`config.mk`:
```
export PLATFORM = sky130hd
export DESIGN_NAME = comparador_persistente
export DESIGN_NICKNAME = d
export VERILOG_FILES = /design/src/rtl/comparador_pkg.sv /design/src/rtl/comparador_modo.sv /design/src/rtl/comparador_persistente.sv
export SDC_FILE = /design/constraint.sdc
export NUM_CORES = 1
export LEC_CHECK = 0
export ABC_AREA = 1
export CORE_UTILIZATION = 61
export DETAILED_ROUTE_END_ITERATION = 12
export DONT_BUFFER_PORTS = 1
export PLACE_DENSITY = 0.77
export REMOVE_ABC_BUFFERS = 1
export SLEW_MARGIN = 20
export SYNTH_ARGS = -nofsm -noshare
export SYNTH_HDL_FRONTEND = slang
export SYNTH_SLANG_ARGS = --single-unit
```
`constraint.sdc`:
```
create_clock -name clk -period 5.8 [get_ports clk]
set_input_delay 0.58 -clock clk [delete_from_list [all_inputs] [get_ports clk]]
set_output_delay 0.58 -clock clk [all_outputs]
set_load 0.005 [all_outputs]
```
`src/rtl/comparador_pkg.sv`:
```
// Shared definitions for the persistent comparator: compare-mode codes and
// the filter FSM state encoding.
package comparador_pkg;

    localparam logic [2:0] MODE_EQ = 3'd0;
    localparam logic [2:0] MODE_NE = 3'd1;
    localparam logic [2:0] MODE_LT = 3'd2;
    localparam logic [2:0] MODE_LE = 3'd3;
    localparam logic [2:0] MODE_GT = 3'd4;
    localparam logic [2:0] MODE_GE = 3'd5;

    typedef enum logic [1:0] {
        IDLE    = 2'd0,
        ARMING  = 2'd1,
        MATCHED = 2'd2
    } state_t;

endpackage

```
`src/rtl/comparador_modo.sv`:
```
// Combinational unsigned relational compare of a against b.
// Ports: a, b (WIDTH-bit operands), mode (3-bit compare mode),
//        match (1 when the relation holds; reserved modes 6/7 never match).
module comparador_modo
    import comparador_pkg::*;
#(
    parameter int unsigned WIDTH = 4
) (
    input  logic [WIDTH-1:0] a,
    input  logic [WIDTH-1:0] b,
    input  logic [2:0]       mode,
    output logic             match
);

    // Relation select
    always_comb begin
        match = 1'b0;
        case (mode)
            MODE_EQ: match = (a == b);
            MODE_NE: match = (a != b);
            MODE_LT: match = (a <  b);
            MODE_LE: match = (a <= b);
            MODE_GT: match = (a >  b);
            MODE_GE: match = (a >= b);
            default: match = 1'b0;
        endcase
    end

endmodule

```
`src/rtl/comparador_persistente.sv`:
```
// Streamed sample vs. loadable threshold comparator with a persistence filter.
// result asserts only after `persist` consecutive matching valid samples,
// rise pulses once per assertion, evt_count counts rises (saturating).
// Ports: clk, rst_n (async active-low); in_valid/in sample stream; mode;
//        thr_load/thr_in threshold update; persist; clr_evt;
//        result, rise, evt_count, thr_out (all registered).
module comparador_persistente
    import comparador_pkg::*;
#(
    parameter int unsigned WIDTH     = 4,
    parameter int unsigned CONST     = 10,
    parameter int unsigned CNT_WIDTH = 4,
    parameter int unsigned EVT_WIDTH = 8
) (
    input  logic                 clk,
    input  logic                 rst_n,
    input  logic                 in_valid,
    input  logic [WIDTH-1:0]     in,
    input  logic [2:0]           mode,
    input  logic                 thr_load,
    input  logic [WIDTH-1:0]     thr_in,
    input  logic [CNT_WIDTH-1:0] persist,
    input  logic                 clr_evt,
    output logic                 result,
    output logic                 rise,
    output logic [EVT_WIDTH-1:0] evt_count,
    output logic [WIDTH-1:0]     thr_out
);

    localparam logic [WIDTH-1:0] THR_RST = WIDTH'(CONST);

    state_t                 state_q, state_d;
    logic [CNT_WIDTH-1:0]   cnt_q, cnt_d;
    logic                   result_d, rise_d;
    logic [EVT_WIDTH-1:0]   evt_d;
    logic                   match_c;
    logic [CNT_WIDTH-1:0]   persist_eff_c;
    logic [CNT_WIDTH-1:0]   cnt_inc_c;

    // Comparison uses the threshold held before any same-cycle load
    comparador_modo #(.WIDTH(WIDTH)) u_modo (
        .a     (in),
        .b     (thr_out),
        .mode  (mode),
        .match (match_c)
    );

    assign persist_eff_c = (persist == '0) ? CNT_WIDTH'(1) : persist;
    assign cnt_inc_c     = (cnt_q == '1) ? cnt_q : cnt_q + CNT_WIDTH'(1);

    // State and output registers
    always_ff @(posedge clk or negedge rst_n) begin
        if (!rst_n) begin
            state_q   <= IDLE;
            cnt_q     <= '0;
            result    <= 1'b0;
            rise      <= 1'b0;
            evt_count <= '0;
            thr_out   <= THR_RST;
        end else begin
            state_q   <= state_d;
            cnt_q     <= cnt_d;
            result    <= result_d;
            rise      <= rise_d;
            evt_count <= evt_d;
            if (thr_load) begin
                thr_out <= thr_in;
            end
        end
    end

    // Next-state, run counter and event counter
    always_comb begin
        state_d = state_q;
        cnt_d   = cnt_q;
        rise_d  = 1'b0;
        evt_d   = evt_count;

        if (in_valid) begin
            if (!match_c) begin
                state_d = IDLE;
                cnt_d   = '0;
            end else begin
                cnt_d = cnt_inc_c;
                case (state_q)
                    // >= lets a persist reduced mid-run fire on the next match
                    IDLE, ARMING: begin
                        if (cnt_inc_c >= persist_eff_c) begin
                            state_d = MATCHED;
                            rise_d  = 1'b1;
                        end else begin
                            state_d = ARMING;
                        end
                    end
                    MATCHED: state_d = MATCHED;
                    default: state_d = IDLE;
                endcase
            end
        end

        result_d = (state_d == MATCHED);

        // Clear wins over a coincident rise
        if (clr_evt) begin
            evt_d = '0;
        end else if (rise_d && (evt_count != '1)) begin
            evt_d = evt_count + EVT_WIDTH'(1);
        end
    end

endmodule

```
==> Word-level counts from Yosys, hierarchy flattened <==
Index checks and enable logic that the tools add are counted.
Widths: inputs -> output; s select.
{ "op_classes": {"add_sub_neg": 2, "eq_ne": 12, "muxes": 14, "n_lt_le_gt_ge": 5, "reduce_logical": 6} }
{ "ops": {"columns": ["op", "count"], "rows": [
  ["$mux 8", 2],
  ["$mux 4", 3],
  ["$add 8x1->8 const B", 1],
  ["$ge 4x4->1", 2],
  ["$ne 8x8->1 const B", 1],
  ["$eq 3x2->1 const B", 2],
  ["$eq 3x3->1 const B", 2],
  ["$mux 2", 3],
  ["$pmux 1 s6", 1],
  ["$add 4x1->4 const B", 1],
  ["$eq 2x2->1 const B", 2],
  ["$eq 4x4->1", 1],
  ["$eq 4x4->1 const B", 1],
  ["$gt 4x4->1", 1],
  ["$le 4x4->1", 1],
  ["$logic_not 4->1", 1],
  ["$lt 4x4->1", 1],
  ["$mux 1", 4],
  ["$ne 4x4->1", 1],
  ["$pmux 2 s2", 1],
  ["$eq 3x1->1 const B", 1],
  ["$logic_not 3->1", 1],
  ["$eq 2x1->1 const B", 1],
  ["$logic_not 2->1", 1],
  ["other kinds (3)", 3]
]} }
{ "word_totals": {"reg_bits": 20, "in_bits": 20} }

==> Longest topological paths before layout <==
Gate-level depths: netlist of run 1.
{ "depth": {"depth_word": 10, "mapped_depth": 17, "mapped_depth_nobuf": 17} }

==> Cells and area by module <==
Synthesis of run 1 repeated with hierarchy kept, for this count alone.
{ "unflattened": {"hier_cells": 198, "area_unflattened_um2": 1470.2} }
{ "by_module_without_submodules": {"columns": ["mod", "cells_per_inst", "instances", "area_per_inst_um2"], "rows": [
  ["comparador_persistente", 155, 1, 1251.2],
  ["comparador_modo", 43, 1, 219.0]
]} }

==> Worst setup path before layout of run 1 <==
No wires, ideal clock.
{ "synth_path": {"path_type": "reg2reg", "startpoint": "register cnt_q[0]", "endpoint": "register evt_count[4]", "required_ps": 5683, "arrival_time_ps": 1901, "path_stages_with_launch": 15, "path_slack_ps": 3783, "path_cell_list": "dfrtp_1 ha_1 nand2_1 inv_1 o21ai_0 o21ai_0 ha_1 a21oi_1 nand3_1 nand3_1 inv_1 nand3_4 nand2_4 nand2_1 nand2_1"} }
{ "synth_between": {"elab_chain_cells": 9} }
{ "synth_rtl": {"columns": ["element", "line", "text"], "rows": [
  ["start, declared", "comparador_persistente.sv:33", "logic [CNT_WIDTH-1:0] cnt_q, cnt_d;"],
  ["start signal, assigned", "comparador_persistente.sv:62", "cnt_q <= cnt_d;"],
  ["$add 4x1->4 / $eq 4x4->1 (equally long branches)", "comparador_persistente.sv:49", "assign cnt_inc_c = (cnt_q == '1) ? cnt_q : cnt_q + CNT_WIDTH'(1);"],
  ["$mux 4 (*)", "comparador_persistente.sv:49", null],
  ["$ge 4x4->1 (*)", "comparador_persistente.sv:88", "if (cnt_inc_c >= persist_eff_c) begin"],
  ["$mux 1 (*)", "comparador_persistente.sv:88", null],
  ["$mux 1 (*)", "comparador_persistente.sv:85", "case (state_q)"],
  ["$mux 1 (*)", "comparador_persistente.sv:80", "if (!match_c) begin"],
  ["$mux 1 (*)", "comparador_persistente.sv:79", "if (in_valid) begin"],
  ["$logic_and 1x1->1 (*)", "comparador_persistente.sv:106", "end else if (rise_d && (evt_count != '1)) begin"],
  ["$reduce_bool 2->1 (no line) (*)", null, null],
  ["end signal, assigned", "comparador_persistente.sv:65", "evt_count <= evt_d;"],
  ["end, declared", "comparador_persistente.sv:26", "output logic [EVT_WIDTH-1:0] evt_count,"]
]} }
Mark *: on every way between the ends. The rest lies on a longest branch, timed or not.
A chain may end at the register's enable or synchronous reset.

==> Worst setup path in the final report of run 1 <==
{ "layout_path": {"startpoint": "register cnt_q[0]", "endpoint": "register evt_count[0]"} }
Same word-level chain as after synthesis.

==> results of run 1 <==
==> power by group <==
group          switching [W]  internal (W)  total, W
Combinational      0.0000747     0.0000458  0.000121
Clock              0.0000398     0.0000698  0.000110
Sequential         0.0000182      0.000162  0.000180
Total               0.000133      0.000278  0.000411
==> routing by layer <==
layer  wire length, um  vias to the layer above  share of wire [%]  track usage (%)
li1                  -                      603                  -                -
met1              1207                      532                 46            30.08
met2              1257                       38                 48            38.81
met3               118                        2                4.5            3.738
met4                14                        0               0.54            4.412
met5                 0                        -                  0                0
==> synthesized netlist by cell type, drive strengths merged <==
master	number
a21oi	9
a31o	1
and3	2
buf	1
clkbuf	1
dfrtp	18
dfstp	2
ha	10
inv	27
mux2	1
nand2	46
nand3	23
nand4	4
nor2	16
nor3	5
o21ai	13
o21bai	1
xor2	2
==> worst min path at each step <==
stage,endpoint,slack (ns),cells past startpoint
6_report,thr_out[1],0.12,0
3_5_place_dp,cnt_q[2],0.28,0
3_3_place_gp,cnt_q[2],0.28,0
2_1_floorplan,cnt_q[0],0.28,0
5_1_grt,thr_out[1],0.10,0
4_1_cts,thr_out[3],0.12,0
==> stage by stage <==
stage	instance area, sq um	hold WS [ns]
after floorplan	1350	0.2844
after global placement	1384	0.2847
after detailed placement	1384	0.2847
after CTS	1446	0.1156
after global routing	1446	0.1042
final	1446	0.1226
==> kinds of logic after synthesis <==
kind of cell               count (synthesis)  synth area share (%)
adders and majority gates                 10                 9.208
muxes                                      1                0.8287
xor gates and xnor gates                   2                 1.289
AOI/OAI and AO/OA                         24                 9.300
DFF                                       20                 37.02
and+or+nand+nor                           96                 34.25
buffers and inverters                     29                 8.103
==> layout make-up <==
class / instances / area, sq um
sequential: 20 / 503.0
inverter: 27 / 101.3
clock buffer: 3 / 22.52
multi-input combinational: 133 / 745.7
tap: 27 / 33.78
timing repair buffer: 1 / 10.01
clock inverter: 1 / 30.03
fill: 150 / 575.6
==> sequential cells by signal (all words and copies together), names as in the netlist <==
signal	flops
state_q	2
thr_out	4
rise	1
evt_count	8
result	1
cnt_q	4
==> worst max-delay path: stages (launching register included) <==
cell	delay, ns
dfrtp_1	0.40
ha_1	0.21
nand2_1	0.06
inv_1	0.05
o21ai_0	0.13
o21ai_0	0.14
ha_1	0.35
a21oi_1	0.21
nand3_1	0.10
nand3_1	0.09
inv_1	0.07
nand3_4	0.13
nand2_4	0.09
nand2_1	0.08
nand2_1	0.05
==> out/results.ini, run 1 <==
[power_and_ir_drop]
powerDensity_mw_per_mm2 = 283.8
ir_drop_uv = 243.8
power_w = 0.0004105
power.leakage_nw = 0.7748

[setup_path]
required_ns = 5.99
critical_path_class = reg -> reg
cp-start-kind = register
cp.arrival_ns = 2.45
worstPathMaxFanout = 9
reg2reg_depth = 14
rrSetupSlack_ns = 3.54
timing.rr.end = evt_count[0]
rr_startpoint = cnt_q[0]
endpoint_kind = register
crit_path_start = cnt_q[0]
crit_path_end = evt_count[0]

[grt]
grt_start_max_net_pins = 19
overflow = 0
grt_usage_pct = 22.65
antenna_found_initial = 0
grt_pass1_wl_um = 4298
grt_pass1_vias = 1053

[clock_tree]
cts-resized-gates = 0
htreeDepth = 1
postCtsSetupRepairBufs = 0
cts_tree = yes
cts-root-buf = clkbuf_4
cts_num_sinks = 20
clock_path_buffers = 2
clk_pin_slew_ns = 0.11
holdBufCountCts = 1
cts-buffers-inserted = 3
clkLatencyLatePin_ns = 0.29

[synth]
yosys_warnings = 0
yosysSeqAreaShare_pct = 37.02
avgSynthCellArea_sq_um = 7.466
synthTopCellsByArea = dfrtp_1 (33%), nand2_1 (11%), ha_1 (9.2%), nand3_1 (8.1%), inv_1 (6.9%)
synth_top_area_share_pct = 33.15
yosys.cell_types.count = 24
ys_ff_latch = 20
synth_area_sq_mm = 0.001359
syn-instance-count = 182
yosysTopAreaCell = dfrtp_1

[layout]
syn_to_final_growth_pct = 6.446
drive_gt1_share_pct = 10.81
finalNetCount = 216
layout_common_cells = nand2_1 (40), inv_1 (25), nand3_1 (22), dfrtp_1 (18)
mostFrequentLayoutCell = nand2_1
final_util_pct = 71.53
n_antenna_cell = 0
instances_no_fill = 212

[sta]
hold_violations = 0
worst_slack_ns = 3.535
finalCriticalPeriod_ns = 2.265
fmax_mhz = 441.5
finalCritPeriodShare_pct = 39.05
worstMarginPinSlew_ns = 0.7684
setup_tns_ns = 0
slew_violations = 0
grt_setup_unrepaired = no
max-slew-margin-rel_pct = 48.60
finClkSkew_ns = 0.01009
setup_violations = 0

[placement]
hpwl_um = 1976
gp_congestion = 0.7822
placedCellCount = 207
pre_cts_slack_ns = 3.570
portBuffers = 0

[floorplan]
start_util_pct = 67.20
placeableCoreArea_sq_mm = 0.002022
pin_count = 34
die_y_um = 49.20
fp.dieW_um = 49.20
dieArea_sq_mm = 0.002420
row_count = 16

[route]
routed_wl_um = 2598
remaining_drc_errors = 0
vias_per_cell = 5.542
vias = 1175
first_pass_iters = 5
avgRoutedWirePerCell_um = 12.25
antenna_left = 0
drt_iter0_drc = 39

[run_status]
status = completed

[flow_run]
maxCapViolCount = 0

[worst_hold_path]
hold_path.class = in -> async

Note: power is estimated with default switching activity, not from simulation.
==> run 2, diff against run 1 <==
- clock period: 5.8 -> 2.3 ns (I/O delays scaled with it)
==> out/results.ini, run 2 (synthesis gave the netlist of run 1 again) <==
[run_status]
status = completed

[sta]
hold_violations = 0
slew_violations = 0
setup_tns_ns = 0
worstMarginPinSlew_ns = 0.8505
finalCritPeriodShare_pct = 93.74
fmax_mhz = 463.8
finClkSkew_ns = 0.009601
finalCriticalPeriod_ns = 2.156
setup_violations = 0
max-slew-margin-rel_pct = 43.11
holdWs_ns = 0.01020

[route]
vias = 1184
routed_wl_um = 2652
remaining_drc_errors = 0
first_pass_iters = 4
drt_iter0_drc = 31
antenna_left = 0
avgRoutedWirePerCell_um = 12.39
vias_per_cell = 5.533

[setup_path]
cp.arrival_ns = 2.39
cp-start-kind = register
critical_path_class = reg -> reg
critPathTopFamily = simple AND/OR/NAND/NOR gates
required_ns = 2.53
worstPathMaxFanout = 7
path_buf_inv = 3
endpoint_kind = register
cp_common_cell = nand2_1
critPathMaxStageDelay_ns = 0.40
worst_path_max_delay_cell = dfrtp_1
critical_path.cell_chain = ha_1 > nand2_1 > inv_2 > nand2_4 > o21ai_1 > ha_1 > inv_1 > o21bai_1 > nand3_1 > nand3_1 > nand3_2 > inv_2 > nand3_4 > nand2_4 > nand2_1 > nand2_1

[layout]
mostFrequentLayoutCell = nand2_1
top_regs = evt_count (8), cnt_q (4), thr_out (4)
drive_gt1_share_pct = 14.44
layout_common_cells = nand2_1 (39), inv_1 (23), nand3_1 (21), dfrtp_1 (18), nor2_1 (13)
finalNetCount = 218
final_area_sq_mm = 0.001480
largest_register = evt_count
n_antenna_cell = 0
fillCellCount = 149
syn_to_final_growth_pct = 8.932
largest_reg_flops = 8

[grt]
grt_start_max_net_pins = 21
grt_usage_pct = 22.24
grt_pass1_vias = 1048
overflow = 0
grt_pass1_wl_um = 4243
antenna_found_initial = 0

[placement]
hpwl_um = 1976
portBuffers = 0
gp_congestion = 0.7821
placed_cell_area_sq_mm = 0.001384

[power_and_ir_drop]
power.leakage_nw = 0.7938
ir_drop_uv = 616.7
p_comb_share_pct = 30.9
intPower_w = 0.0007100
switching_share_pct = 33.02
power_w = 0.001060
netSwitchingPower_w = 0.0003500
clkPwrFrac_pct = 26.1
powerDensity_mw_per_mm2 = 716.1
p_seq_share_pct = 43.0

[floorplan]
placeableCoreArea_sq_mm = 0.002022
pin_count = 34
row_count = 16
start_util_pct = 67.20
die_y_um = 49.20
dieArea_sq_mm = 0.002420
fp.dieW_um = 49.20

[clock_tree]
cts_num_sinks = 20
clk_pin_slew_ns = 0.11
htreeDepth = 1
clock_path_buffers = 2
cts_tree = yes
clkLatencyLatePin_ns = 0.29
cts-buffers-inserted = 3
cts-root-buf = clkbuf_4

[flow_run]
maxCapViolCount = 0

[worst_hold_path]
hold_path.class = in -> reg

-- run 2: cell types whose count changed in the layout (fill, tap and decap cells not counted), moves of 2 or more --
| cell | delta |
|---|---|
| inv_1 | -2 |
| o21ai_1 | +3 |
| nand3_2 | +2 |
| inv_2 | +2 |
| o21ai_0 | -3 |
-- run 2: cell type report --
cell class              instances  area [sq um]  area share (%)
multi-input cells             134         772.0           52.16
clock inverters                 1         30.03           2.029
flip-flops and latches         20         503.0           33.98
clock buffers                   3         22.52           1.522
inverters                      27         101.3           6.847
well taps                      27         33.78           2.282
repair buffers                  2         17.52           1.183
-- run 2: worst paths after layout --
path	start	to	slack, ns	cells after the start
worst min-delay path	thr_load	thr_out[1]	0.01	1
worst max register to register	cnt_q[0]	evt_count[0]	0.14	16
min in group asynchronous	rst_n	evt_count[7]	0.48	1
worst min register to register	state_q[0]	state_q[0]	0.54	2
worst max-delay path	cnt_q[0]	evt_count[0]	0.14	16
max in group asynchronous	rst_n	evt_count[2]	1.29	1
-- run 2: metal layers --
| layer | GRT usage, % | part of all wire [%] | vias up |
|---|---|---|---|
| met3 | 3.738 | 4.2 | 2 |
| met1 | 29.47 | 47 | 538 |
| met5 | 0 | 0 | - |
| met2 | 38.13 | 48 | 33 |
| li1 | - | - | 611 |
| met4 | 4.412 | 0.53 | 0 |
-- run 2: what timing repair did --
| item | in CTS | in global routing |
|---|---|---|
| buffers inserted | 0 | 1 |
| hold buffers | 1 | 0 |
| setup endpoints to repair | 0 | 9 |
| hold endpoints to repair | 20 | 0 |
| gates resized for setup | 0 | 9 |
-- run 2: stage by stage --
stage / setup slack [ns] / instances / util [%]
6_report: 0.1440 / 214 / 73.21
3_5_place_dp: 0.06977 / 207 / 68.44
4_1_cts: 0.02859 / 212 / 71.53
5_1_grt: -0.02118 / 214 / 73.21
3_3_place_gp: 0.1027 / 207 / 68.44
2_1_floorplan: 0.2776 / 180 / -
-- run 2: power groups by stage --
stage          clock network [W]  logic [W]  registers (W)
2_1_floorplan                  0   0.000243       0.000450
3_3_place_gp                   0   0.000282       0.000459
3_5_place_dp                   0   0.000296       0.000462
4_1_cts                 0.000284   0.000306       0.000454
5_1_grt                 0.000296   0.000372       0.000462
6_report                0.000277   0.000327       0.000456
==> run 3, diff against run 2 <==
- clock period: 2.3 -> 2.4 ns (I/O delays scaled with it)
==> out/results.ini, run 3 (synthesis gave the netlist of run 1 again) <==
[clock_tree]
clkLatencyLatePin_ns = 0.29
cts_tree = yes
htreeDepth = 1
postCtsSetupRepairBufs = 0
cts-buffers-inserted = 3
clk_pin_slew_ns = 0.11
cts-root-buf = clkbuf_4
cts_num_sinks = 20
clock_path_buffers = 2

[floorplan]
placeableCoreArea_sq_mm = 0.002022
fp.dieW_um = 49.20
start_util_pct = 67.20
dieArea_sq_mm = 0.002420
row_count = 16
pin_count = 34
die_y_um = 49.20

[run_status]
status = completed

[sta]
worstMarginPinSlew_ns = 0.8514
setup_tns_ns = 0
hold_violations = 0
grt_setup_unrepaired = no
max-slew-margin-rel_pct = 43.05
fmax_mhz = 454.9
finalCriticalPeriod_ns = 2.198
finClkSkew_ns = 0.009623
setup_violations = 0
finalCritPeriodShare_pct = 91.60
slew_violations = 0

[setup_path]
endpoint_kind = register
worstPathMaxFanout = 7
required_ns = 2.63
cp-start-kind = register
critical_path_class = reg -> reg
cp.arrival_ns = 2.43

[route]
routed_wl_um = 2596
vias_per_cell = 5.493
drt_iter0_drc = 32
vias = 1170
first_pass_iters = 4
antenna_left = 0
remaining_drc_errors = 0
avgRoutedWirePerCell_um = 12.19

[layout]
largest_reg_flops = 8
top_regs = evt_count (8), cnt_q (4), thr_out (4)
n_antenna_cell = 0
layout_common_cells = nand2_1 (39), inv_1 (24), nand3_1 (22), dfrtp_1 (18), nor2_1 (13)
final_util_pct = 72.34
finalNetCount = 217
drive_gt1_share_pct = 12.90
syn_to_final_growth_pct = 7.643
largest_register = evt_count
fillCellCount = 149
mostFrequentLayoutCell = nand2_1

[power_and_ir_drop]
clkPwrFrac_pct = 26.4
netSwitchingPower_w = 0.0003278
power.leakage_nw = 0.7760
p_comb_share_pct = 30.1
switching_share_pct = 32.70
p_seq_share_pct = 43.5
powerDensity_mw_per_mm2 = 685.4
intPower_w = 0.0006746
ir_drop_uv = 589.8

[grt]
grt_pass1_vias = 1048
overflow = 0
antenna_found_initial = 0
grt_pass1_wl_um = 4243
grt_start_max_net_pins = 21
grt_usage_pct = 22.24

[placement]
hpwl_um = 1976
gp_congestion = 0.7821
portBuffers = 0

[flow_run]
maxCapViolCount = 0

[worst_hold_path]
hold_path.class = in -> reg

run 3: changes by cell type in the layout (fill, tap and decap cells not counted):
cell / change
buf_4: -1
inv_1: +1
inv_2: -1
nand2_2: +1
nand2_4: -1
nand3_1: +1
nand3_2: -1
o21ai_0: +2
o21ai_1: -2
run 3: metal layers:
layer	GRT usage [%]	part of all wire, %	up-vias	routed length [um]
li1	-	-	609	-
met2	38.13	48	34	1253
met3	3.738	4.2	2	108
met1	29.47	47	525	1219
met4	4.412	0.54	0	14
met5	0	0	-	0
run 3: layout make-up:
cell class              instances  area [sq um]  share of cell area (%)
well taps                      27         33.78                   2.310
multi-input cells             134         762.0                   52.10
clock inverters                 1         30.03                   2.053
flip-flops and latches         20         503.0                   34.39
inverters                      27         101.3                   6.929
repair buffers                  1         10.01                  0.6843
clock buffers                   3         22.52                   1.540
run 3: worst paths after layout:
check	startpoint	endpoint	slack (ns)	cells past startpoint
max	cnt_q[0]	evt_count[0]	0.20	16
min	thr_load	thr_out[1]	0.02	1
max reg2reg	cnt_q[0]	evt_count[0]	0.20	16
min reg2reg	state_q[0]	state_q[0]	0.52	2
max in group asynchronous	rst_n	evt_count[2]	1.38	1
min in group asynchronous	rst_n	evt_count[7]	0.49	1
run 3: critical path, stage by stage, from the launching register on:
cell      delay [ns]
dfrtp_1         0.40
ha_1            0.21
nand2_1         0.06
inv_1           0.06
nand2_2         0.09
o21ai_0         0.11
ha_1            0.32
inv_1           0.05
o21bai_1        0.12
nand3_1         0.10
nand3_1         0.08
nand3_1         0.10
inv_2           0.11
nand3_4         0.11
nand2_4         0.12
nand2_1         0.07
nand2_1         0.05
run 3: power groups by stage:
stage	clock network, W	registers (W)	logic (W)
final	0.000265	0.000436	0.000302
after global routing	0.000284	0.000442	0.000344
after CTS	0.000273	0.000436	0.000293
after detailed placement	0	0.000442	0.000284
after global placement	0	0.000440	0.000270
after floorplan	0	0.000431	0.000233
run 3: stage by stage:
stage | setup WS, ns | area [sq um] | std cells | hold slack [ns] | power (W)
6_report | 0.2016 | 1463 | 213 | 0.02125 | 0.001002
5_1_grt | 0.003954 | 1463 | 213 | 0.01234 | 0.001070
4_1_cts | 0.1286 | 1446 | 212 | 0.02164 | 0.001001
3_5_place_dp | 0.1698 | 1384 | 207 | -0.05530 | 0.0007261
3_3_place_gp | 0.2027 | 1384 | 207 | -0.05526 | 0.0007107
2_1_floorplan | 0.3776 | 1350 | 180 | -0.05559 | 0.0006642
run 3: what timing repair did:
| action | CTS | global route |
|---|---|---|
| endpoints found under the hold margin | 20 | 0 |
| endpoints found under the setup margin | 0 | 7 |
| hold buffers | 1 | 0 |
| gates resized for setup | 0 | 4 |
